**config.mk**
```make
export PLATFORM = sky130hd
export DESIGN_NAME = vend_credit_comparator_flat
export DESIGN_NICKNAME = d
export VERILOG_FILES = /design/src/rtl/vend_credit_comparator_if.sv /design/src/rtl/vend_credit_comparator.sv /design/src/flat_wrapper.sv
export SDC_FILE = /design/constraint.sdc
export NUM_CORES = 1
export LEC_CHECK = 0
export CAP_MARGIN = 20
export CORE_UTILIZATION = 53
export DETAILED_ROUTE_END_ITERATION = 10
export GPL_TIMING_DRIVEN = 0
export PLACE_DENSITY = 0.92
export SYNTH_ARGS = -nofsm -noshare
export SYNTH_HDL_FRONTEND = slang
export SYNTH_SLANG_ARGS = --single-unit
```
**constraint.sdc**
```tcl
create_clock -name clk -period 4 [get_ports clk]
set_clock_uncertainty 0.2 [all_clocks]
set_input_delay 0.8 -clock clk [delete_from_list [all_inputs] [get_ports clk]]
set_output_delay 0.8 -clock clk [all_outputs]
set_load 0.005 [all_outputs]
```
**src/rtl/vend_credit_comparator_if.sv**
```systemverilog
// Coin, selection and payout signals between the coin acceptor front end,
// the credit comparator and the dispense/change drivers.
interface vend_credit_comparator_if #(
    parameter int WIDTH = 8
);
    logic             coin_valid;
    logic [WIDTH-1:0] coin_value;
    logic             sel_valid;
    logic [WIDTH-1:0] price;
    logic             cancel;
    logic [WIDTH-1:0] credit;
    logic             credit_gte_price;
    logic             dispense;
    logic             change_valid;
    logic [WIDTH-1:0] change_value;
    logic             coin_reject;
    logic             busy;

    modport master (
        output coin_valid, coin_value, sel_valid, price, cancel,
        input  credit, credit_gte_price, dispense, change_valid,
               change_value, coin_reject, busy
    );

    modport slave (
        input  coin_valid, coin_value, sel_valid, price, cancel,
        output credit, credit_gte_price, dispense, change_valid,
               change_value, coin_reject, busy
    );
endinterface

```
**src/rtl/vend_credit_comparator.sv**
```systemverilog
// Credit accumulator and price comparator: collects coins, latches a price,
// dispenses when credit covers it and returns change or a refund.
module vend_credit_comparator #(
    parameter int WIDTH = 8
) (
    input  logic                     clk,
    input  logic                     rst_n,
    vend_credit_comparator_if.slave  bus
);
    typedef enum logic [1:0] {IDLE, COLLECT, DISPENSE, CHANGE} state_t;

    state_t           state_reg, state_next;
    logic [WIDTH-1:0] credit_reg, credit_next;
    logic [WIDTH-1:0] price_reg, price_next;
    logic             price_valid_reg, price_valid_next;
    logic [WIDTH-1:0] change_value_reg, change_value_next;
    logic             gte_reg, dispense_reg, change_valid_reg, coin_reject_reg, busy_reg;
    logic             dispense_next, change_valid_next, coin_reject_next;
    logic [WIDTH:0]   coin_sum;
    logic             dispense_ready;

    assign coin_sum       = {1'b0, credit_reg} + {1'b0, bus.coin_value};
    assign dispense_ready = price_valid_reg && (credit_reg >= price_reg);

    always_comb begin
        state_next        = state_reg;
        credit_next       = credit_reg;
        price_next        = price_reg;
        price_valid_next  = price_valid_reg;
        change_value_next = change_value_reg;
        dispense_next     = 1'b0;
        change_valid_next = 1'b0;
        coin_reject_next  = 1'b0;
        case (state_reg)
            IDLE, COLLECT: begin
                if (state_reg == COLLECT && bus.cancel) begin
                    coin_reject_next = bus.coin_valid;
                    if (credit_reg != '0) begin
                        change_value_next = credit_reg;
                        change_valid_next = 1'b1;
                        state_next        = CHANGE;
                    end else begin
                        state_next       = IDLE;
                        price_next       = '0;
                        price_valid_next = 1'b0;
                    end
                end else if (state_reg == COLLECT && dispense_ready) begin
                    // Purchase already committed: freeze credit and price for the payout.
                    coin_reject_next = bus.coin_valid;
                    dispense_next    = 1'b1;
                    state_next       = DISPENSE;
                end else begin
                    if (bus.coin_valid) begin
                        if (!coin_sum[WIDTH]) begin
                            credit_next = coin_sum[WIDTH-1:0];
                            state_next  = COLLECT;
                        end else begin
                            coin_reject_next = 1'b1;
                        end
                    end
                    if (bus.sel_valid) begin
                        price_next       = bus.price;
                        price_valid_next = 1'b1;
                        state_next       = COLLECT;
                    end
                end
            end
            DISPENSE: begin
                coin_reject_next  = bus.coin_valid;
                change_value_next = credit_reg - price_reg;
                if (credit_reg != price_reg) begin
                    change_valid_next = 1'b1;
                    state_next        = CHANGE;
                end else begin
                    state_next       = IDLE;
                    credit_next      = '0;
                    price_next       = '0;
                    price_valid_next = 1'b0;
                end
            end
            default: begin
                coin_reject_next = bus.coin_valid;
                state_next       = IDLE;
                credit_next      = '0;
                price_next       = '0;
                price_valid_next = 1'b0;
            end
        endcase
    end

    always_ff @(posedge clk or negedge rst_n) begin
        if (!rst_n) begin
            state_reg        <= IDLE;
            credit_reg       <= '0;
            price_reg        <= '0;
            price_valid_reg  <= 1'b0;
            change_value_reg <= '0;
            gte_reg          <= 1'b0;
            dispense_reg     <= 1'b0;
            change_valid_reg <= 1'b0;
            coin_reject_reg  <= 1'b0;
            busy_reg         <= 1'b0;
        end else begin
            state_reg        <= state_next;
            credit_reg       <= credit_next;
            price_reg        <= price_next;
            price_valid_reg  <= price_valid_next;
            change_value_reg <= change_value_next;
            gte_reg          <= price_valid_next && (credit_next >= price_next);
            dispense_reg     <= dispense_next;
            change_valid_reg <= change_valid_next;
            coin_reject_reg  <= coin_reject_next;
            busy_reg         <= (state_next == DISPENSE) || (state_next == CHANGE);
        end
    end

    assign bus.credit           = credit_reg;
    assign bus.credit_gte_price = gte_reg;
    assign bus.dispense         = dispense_reg;
    assign bus.change_valid     = change_valid_reg;
    assign bus.change_value     = change_value_reg;
    assign bus.coin_reject      = coin_reject_reg;
    assign bus.busy             = busy_reg;
endmodule

```
**src/flat_wrapper.sv**
```systemverilog
// flat-port wrapper written by rule: the top's interface ports become plain ports
module vend_credit_comparator_flat 
#(
    parameter int WIDTH = 8
)
  (clk, rst_n, bus_coin_valid, bus_coin_value, bus_sel_valid, bus_price, bus_cancel, bus_credit, bus_credit_gte_price, bus_dispense, bus_change_valid, bus_change_value, bus_coin_reject, bus_busy);
  vend_credit_comparator_if #(.WIDTH(WIDTH)) bus_i ();
  input  logic clk;
  input  logic rst_n;
  input wire logic [$bits(bus_i.coin_valid)-1:0] bus_coin_valid;
  input wire logic [$bits(bus_i.coin_value)-1:0] bus_coin_value;
  input wire logic [$bits(bus_i.sel_valid)-1:0] bus_sel_valid;
  input wire logic [$bits(bus_i.price)-1:0] bus_price;
  input wire logic [$bits(bus_i.cancel)-1:0] bus_cancel;
  output wire logic [$bits(bus_i.credit)-1:0] bus_credit;
  output wire logic [$bits(bus_i.credit_gte_price)-1:0] bus_credit_gte_price;
  output wire logic [$bits(bus_i.dispense)-1:0] bus_dispense;
  output wire logic [$bits(bus_i.change_valid)-1:0] bus_change_valid;
  output wire logic [$bits(bus_i.change_value)-1:0] bus_change_value;
  output wire logic [$bits(bus_i.coin_reject)-1:0] bus_coin_reject;
  output wire logic [$bits(bus_i.busy)-1:0] bus_busy;
  assign bus_i.coin_valid = bus_coin_valid;
  assign bus_i.coin_value = bus_coin_value;
  assign bus_i.sel_valid = bus_sel_valid;
  assign bus_i.price = bus_price;
  assign bus_i.cancel = bus_cancel;
  assign bus_credit = bus_i.credit;
  assign bus_credit_gte_price = bus_i.credit_gte_price;
  assign bus_dispense = bus_i.dispense;
  assign bus_change_valid = bus_i.change_valid;
  assign bus_change_value = bus_i.change_value;
  assign bus_coin_reject = bus_i.coin_reject;
  assign bus_busy = bus_i.busy;
  vend_credit_comparator #(.WIDTH(WIDTH)) u_core (.clk(clk), .rst_n(rst_n), .bus(bus_i));
endmodule
```
# ---- Word level (Yosys, flattened, before mapping)
# Cells that the tools add are included.
dict set report word_totals {
  register_bits 32
  inputBits 21
  out_inout_bits 21
  word_cells 72
}
dict set report op_classes {
  addsub 2
  magnitude_cmp 2
  eq_ne 7
  muxes 41
  n_reduce_logical 10
}
# operator n
set ops {}
lappend ops {{$mux 8} 12}
lappend ops {{$pmux 8 s2} 3}
lappend ops {{$ge 8x8->1} 2}
lappend ops {{$mux 1} 16}
lappend ops {{$mux 2} 7}
lappend ops {{$add 8x8->9} 1}
lappend ops {{$ne 8x8->1} 1}
lappend ops {{$reduce_bool 8->1} 1}
lappend ops {{$sub 8x8->8} 1}
lappend ops {{$eq 2x2->1 const B} 3}
lappend ops {{$logic_and 1x1->1} 4}
lappend ops {{$ne 2x1->1 const B} 2}
lappend ops {{$pmux 1 s2} 2}
lappend ops {{$pmux 2 s2} 1}
lappend ops {{$reduce_and 3->1} 1}
lappend ops {{$eq 2x1->1 const B} 1}
lappend ops {{$logic_not 2->1} 1}
lappend ops {{$reduce_bool 2->1} 1}
lappend ops {{$reduce_or 2->1} 1}
lappend ops {{$logic_or 1x1->1} 1}

# ---- Depth between registers and ports, before layout
dict set report logic_depth {
  depth_word 9
  ltp_mapped 17
  ltp_nobuf 16
}

# ---- Worst setup path before layout
# OpenSTA, ideal clock, no wires.
dict set report synth_path {
  path_type {input-to-reg}
  start {input port bus_coin_value[0]}
  end {register u_core.gte_reg (netlist: u_core.bus.credit_gte_price)}
  setup_ns 0.126
  arrival_time_ns 3.433
  required_time_ns 3.674
  setup_slack_ns 0.240
  path_stages 15
  n_path_buf 0
  cell_sequence {ha_1 fa_1 a211oi_2 o21ai_2 a31oi_4 nand2_4 nor4_1 a221oi_1 ha_1 nand2b_1 a21o_1 a21oi_1 o21ai_0 nand3_1 a21oi_1}
}
dict set report synth_between {
  elab_chain_len 8
}
# element line
set synth_rtl {}
lappend synth_rtl {{start: declaration} flat_wrapper.sv:11} ;# input wire logic [$bits(bus_i.coin_value)-1:0] bus_coin_value;
lappend synth_rtl {{$add 8x8->9} vend_credit_comparator.sv:22} ;# assign coin_sum = {1'b0, credit_reg} + {1'b0, bus.coin_value};
lappend synth_rtl {{$mux 8} vend_credit_comparator.sv:54} ;# if (!coin_sum[WIDTH]) begin
lappend synth_rtl {{$mux 8} vend_credit_comparator.sv:53} ;# if (bus.coin_valid) begin
lappend synth_rtl {{$mux 8} vend_credit_comparator.sv:47} ;# end else if (state_reg == COLLECT && dispense_ready) begin
lappend synth_rtl {{$mux 8} vend_credit_comparator.sv:36} ;# if (state_reg == COLLECT && bus.cancel) begin
lappend synth_rtl {{$pmux 8 s2} vend_credit_comparator.sv:34} ;# case (state_reg)
lappend synth_rtl {{$ge 8x8->1} vend_credit_comparator.sv:109} ;# gte_reg <= price_valid_next && (credit_next >= price_next);
lappend synth_rtl {{$logic_and 1x1->1} vend_credit_comparator.sv:109}
lappend synth_rtl {{end signal: assignment} vend_credit_comparator.sv:109}
lappend synth_rtl {{end: declaration} vend_credit_comparator.sv:17} ;# logic gte_reg, dispense_reg, change_valid_reg, coin_reject_reg, busy_reg;
# No other way between the ends.
# A chain may end at the register's enable or synchronous reset.

# ---- Worst setup path in the final report
dict set report layout_path {
  start {register u_core.credit_reg[0] (netlist: u_core.bus.credit[0])}
  end {register u_core.gte_reg (netlist: u_core.bus.credit_gte_price)}
}
dict set report layout_between {
  elab_chain_len 8
  word_cells_on_any_way 24
  classes_between {1 x add/sub; 2 x order compare; 1 x eq/ne; 16 x mux; 4 x reduce/logical}
}
# element line
set layout_rtl {}
lappend layout_rtl {{start: declaration} vend_credit_comparator.sv:13} ;# logic [WIDTH-1:0] credit_reg, credit_next;
lappend layout_rtl {{start signal: assignment} vend_credit_comparator.sv:105} ;# credit_reg <= credit_next;
lappend layout_rtl {{$ge 8x8->1} vend_credit_comparator.sv:23} ;# assign dispense_ready = price_valid_reg && (credit_reg >= price_reg);
lappend layout_rtl {{$logic_and 1x1->1} vend_credit_comparator.sv:23}
lappend layout_rtl {{$logic_and 1x1->1} vend_credit_comparator.sv:47}
lappend layout_rtl {{$mux 8} vend_credit_comparator.sv:47}
lappend layout_rtl {{$mux 8} vend_credit_comparator.sv:36}
lappend layout_rtl {{$pmux 8 s2 (*)} vend_credit_comparator.sv:34}
lappend layout_rtl {{named net u_core.price_next[0]} vend_credit_comparator.sv:14} ;# logic [WIDTH-1:0] price_reg, price_next;
lappend layout_rtl {{$ge 8x8->1 (*)} vend_credit_comparator.sv:109}
lappend layout_rtl {{$logic_and 1x1->1 (*)} vend_credit_comparator.sv:109}
# The timed path passes the listed nets; every way through them passes the cells marked *.

==> results_dict.tcl <==
set metrics [dict create \
    ff2ff_path_depth 17 \
    gp_congestion 0.934 \
    r2r_slack_ns 0.20 \
    route.vias.total 2449 \
    worst_slack_ns 0.195 \
    period_minus_slack_ns 3.80 \
    synthArstFlopShare_pct 100 \
    grt_use_total_pct 29.9 \
    syn_to_final_growth_pct 33.5 \
    crit_path_start "u_core.bus.credit[0]" \
    worst_pin_slew_ns 0.931 \
    start_util_pct 55.1 \
    tritoncts "done" \
    totalWireLength_um 7120 \
    remaining_drc_errors 0 \
    synth_flop_cell "dfrtp_1" \
    cts.sinks 32 \
    place_ws_ns -0.744 \
    dr.pass1.iters 5 \
    hold_path.class "register to register" \
    path_clk_slew_ns 0.08 \
    power_density_mw_per_mm2 922 \
    setup.worst_path.end "u_core.bus.credit_gte_price" \
    ctsHoldBuffers 0 \
    setup_viol 0 \
    rows 24 \
    critPathMaxFanout 6 \
    post-synth-top-count-cell "dfrtp_1" \
    synthDistinctLibCells 55 \
    grt_pass1_wl_um 11300 \
    drive_gt1_share_pct 15.9 \
    clk_path_buf_depth 2 \
    maxSlewHeadroom_pct 37.7 \
    dpl.hpwl_um 4660 \
    fmax_mhz 263 \
    viasPerCell 6.58 \
    numCtsBuffers 5 \
    synth.area.mux_share_pct 1.26 \
    synthTopCellsByArea "dfrtp_1, ha_1, a21oi_1, a22o_1, nor2_1" \
    ys_seq_area_share_pct 33.6 \
    endpoint_kind "register" \
    rsz0062_at_grt "no" \
    finalHoldWorstSlack_ns 0.347 \
    dieHeight_um 69.0 \
    hold_violations 0 \
    synth_edf_count 0 \
    worstSetupStartpointType "register" \
    gr-total-overflow 0 \
    grt_pass1_vias 2399 \
    root_buffer "clkbuf_8" \
    synth_top_area_share_pct 33.6 \
    antenna_found_initial 0 \
    num_io_pins 42 \
    coreArea_mm2 0.00432 \
    synth_compound_area_share_pct 25.4 \
    grt_max_degree 33 \
    die_w_um 69.0 \
    synth_commonest_cells "dfrtp_1, ha_1, a21oi_1, nor2_1, inv_1" \
    yosys_warnings 0 \
    criticalPathCategory "register to register" \
    fin_crit_sh_pct 95.1 \
    avgSynthCellArea_um2 9.42 \
    status "finished, final reports clean" \
    regToRegStartpoint "u_core.bus.credit[0]" \
    synth_top_family_by_area "compound AO/OA/AOI/OAI gates" \
    h-tree-depth 2 \
    final_nets 366 \
    irDropWorstVdd_v 0.000494 \
    p_leak_nw 1.41 \
    yosys.area_share.simple_pct 18.9 \
    synth_area_leader_cell "dfrtp_1" \
    placed_cells 346 \
    r2r-end "u_core.bus.credit_gte_price" \
    synthAdderAreaFrac_pct 14.3 \
    final_antenna_net_count 0 \
    io_buffers 41 \
    finalNonFillerCells 372 \
    antennaDiodeCount 0 \
    cp.arrival_ns 3.78 \
    synth_xor_area_share_pct 2.21 \
    maxCapViolCount 0 \
    die-area_mm2 0.00477 \
    syn_nets 300 \
    clk_latency_ns 0.29 \
    syn_area_mm2 0.00238 \
    drv_slew 0 \
    drtIter0Drc 211 \
    ys_ff_latch 32 \
    drt-wirelength-per-cell_um 19.1 \
    syn_inst 253 \
    cp.required_ns 3.98 \
]
[worst min path at each step]
stage                   startpoint                  end  slack (ns)  cells after the start
2_1_floorplan                rst_n      u_core.bus.busy        0.30                      0
3_3_place_gp   u_core.price_reg[5]  u_core.price_reg[5]        0.32                      1
3_5_place_dp   u_core.price_reg[5]  u_core.price_reg[5]        0.32                      1
4_1_cts        u_core.price_reg[5]  u_core.price_reg[5]        0.35                      1
5_1_grt        u_core.price_reg[3]  u_core.price_reg[3]        0.36                      1
6_report       u_core.price_reg[6]  u_core.price_reg[6]        0.35                      1
[placed cells by master (no fill, tap or decap), types with 3 or more instances in the layout]
cell,count
o211ai_1,3
clkbuf_8,5
a221o_1,6
a22o_1,8
o21ai_0,3
ha_1,23
clkdlybuf4s50_1,38
nand3b_1,3
nand2b_1,9
mux2i_1,3
a21o_1,4
nor4_1,6
a22oi_1,8
nor2_1,17
o22ai_1,4
buf_4,20
o21ai_1,6
inv_1,14
nand3_1,5
clkbuf_1,4
nor2b_1,7
nand2_1,8
buf_2,4
o21bai_1,3
a21oi_1,16
nor3_1,5
a211oi_1,6
dfrtp_1,31
xor2_1,4
[cell families (layout without fill, tap and decap cells)]
logic type	count (synthesis)	in the layout
mux	3	3
compound gates	83	83
flops	32	32
fa+ha+maj	26	26
buf+inv	24	91
xor+xnor	6	6
simple gates	79	79
[report_power, final]
part	internal, W	leakage (nW)	switching [W]	total, W
Combinational	0.000936	0.951	0.00107	0.00200
Sequential	0.000468	0.402	0.000145	0.000613
Clock	0.000184	0.0541	0.000133	0.000317
[metal layers]
layer	GRT usage, %	routed length (µm)	vias to the layer above
met4	21.8	406	0
li1	-	-	1099
met1	35.7	2810	1164
met2	47.9	3370	150
met5	0	0	-
met3	5.85	531	36
[cell type report]
cell class | count | area [µm²]
multi-input combinational | 197 | 1550
timing repair buffer | 59 | 546
tap | 52 | 65.1
fill | 308 | 1140
clock buffer | 5 | 68.8
buffer | 10 | 50.0
inverter | 14 | 52.6
sequential | 32 | 802
clock inverter | 3 | 42.5
[worst max-delay path, stage by stage (launching register included)]
cell	delay, ns
dfrtp_2	0.39
inv_1	0.08
ha_1	0.25
fa_1	0.41
nand2b_1	0.19
a21oi_2	0.22
o21ai_1	0.17
and2_1	0.22
and3_1	0.16
buf_2	0.16
a22o_1	0.21
ha_1	0.26
nand2b_1	0.14
a21o_1	0.19
a21oi_2	0.15
o21ai_1	0.11
nand3_1	0.10
a21oi_1	0.07
[what timing repair did]
| action | in CTS | in global routing |
|---|---|---|
| pin swaps | 5 | 6 |
| buffers inserted | 13 | 5 |
| gates resized for setup | 9 | 9 |
| setup endpoints to repair | 1 | 1 |
[per-stage QoR]
step | total power, W | utilization (%) | setup TNS, ns | area, µm²
global route | 0.00314 | 73.6 | 0 | 3180
detailed placement | 0.00231 | 66.0 | -0.744 | 2850
floorplan | 0.00178 | - | 0 | 2380
CTS | 0.00278 | 71.9 | 0 | 3110
global placement | 0.00225 | 66.1 | -0.675 | 2860
finish | 0.00293 | 73.6 | 0 | 3180
No activity file was read; power rests on OpenSTA's default activity.
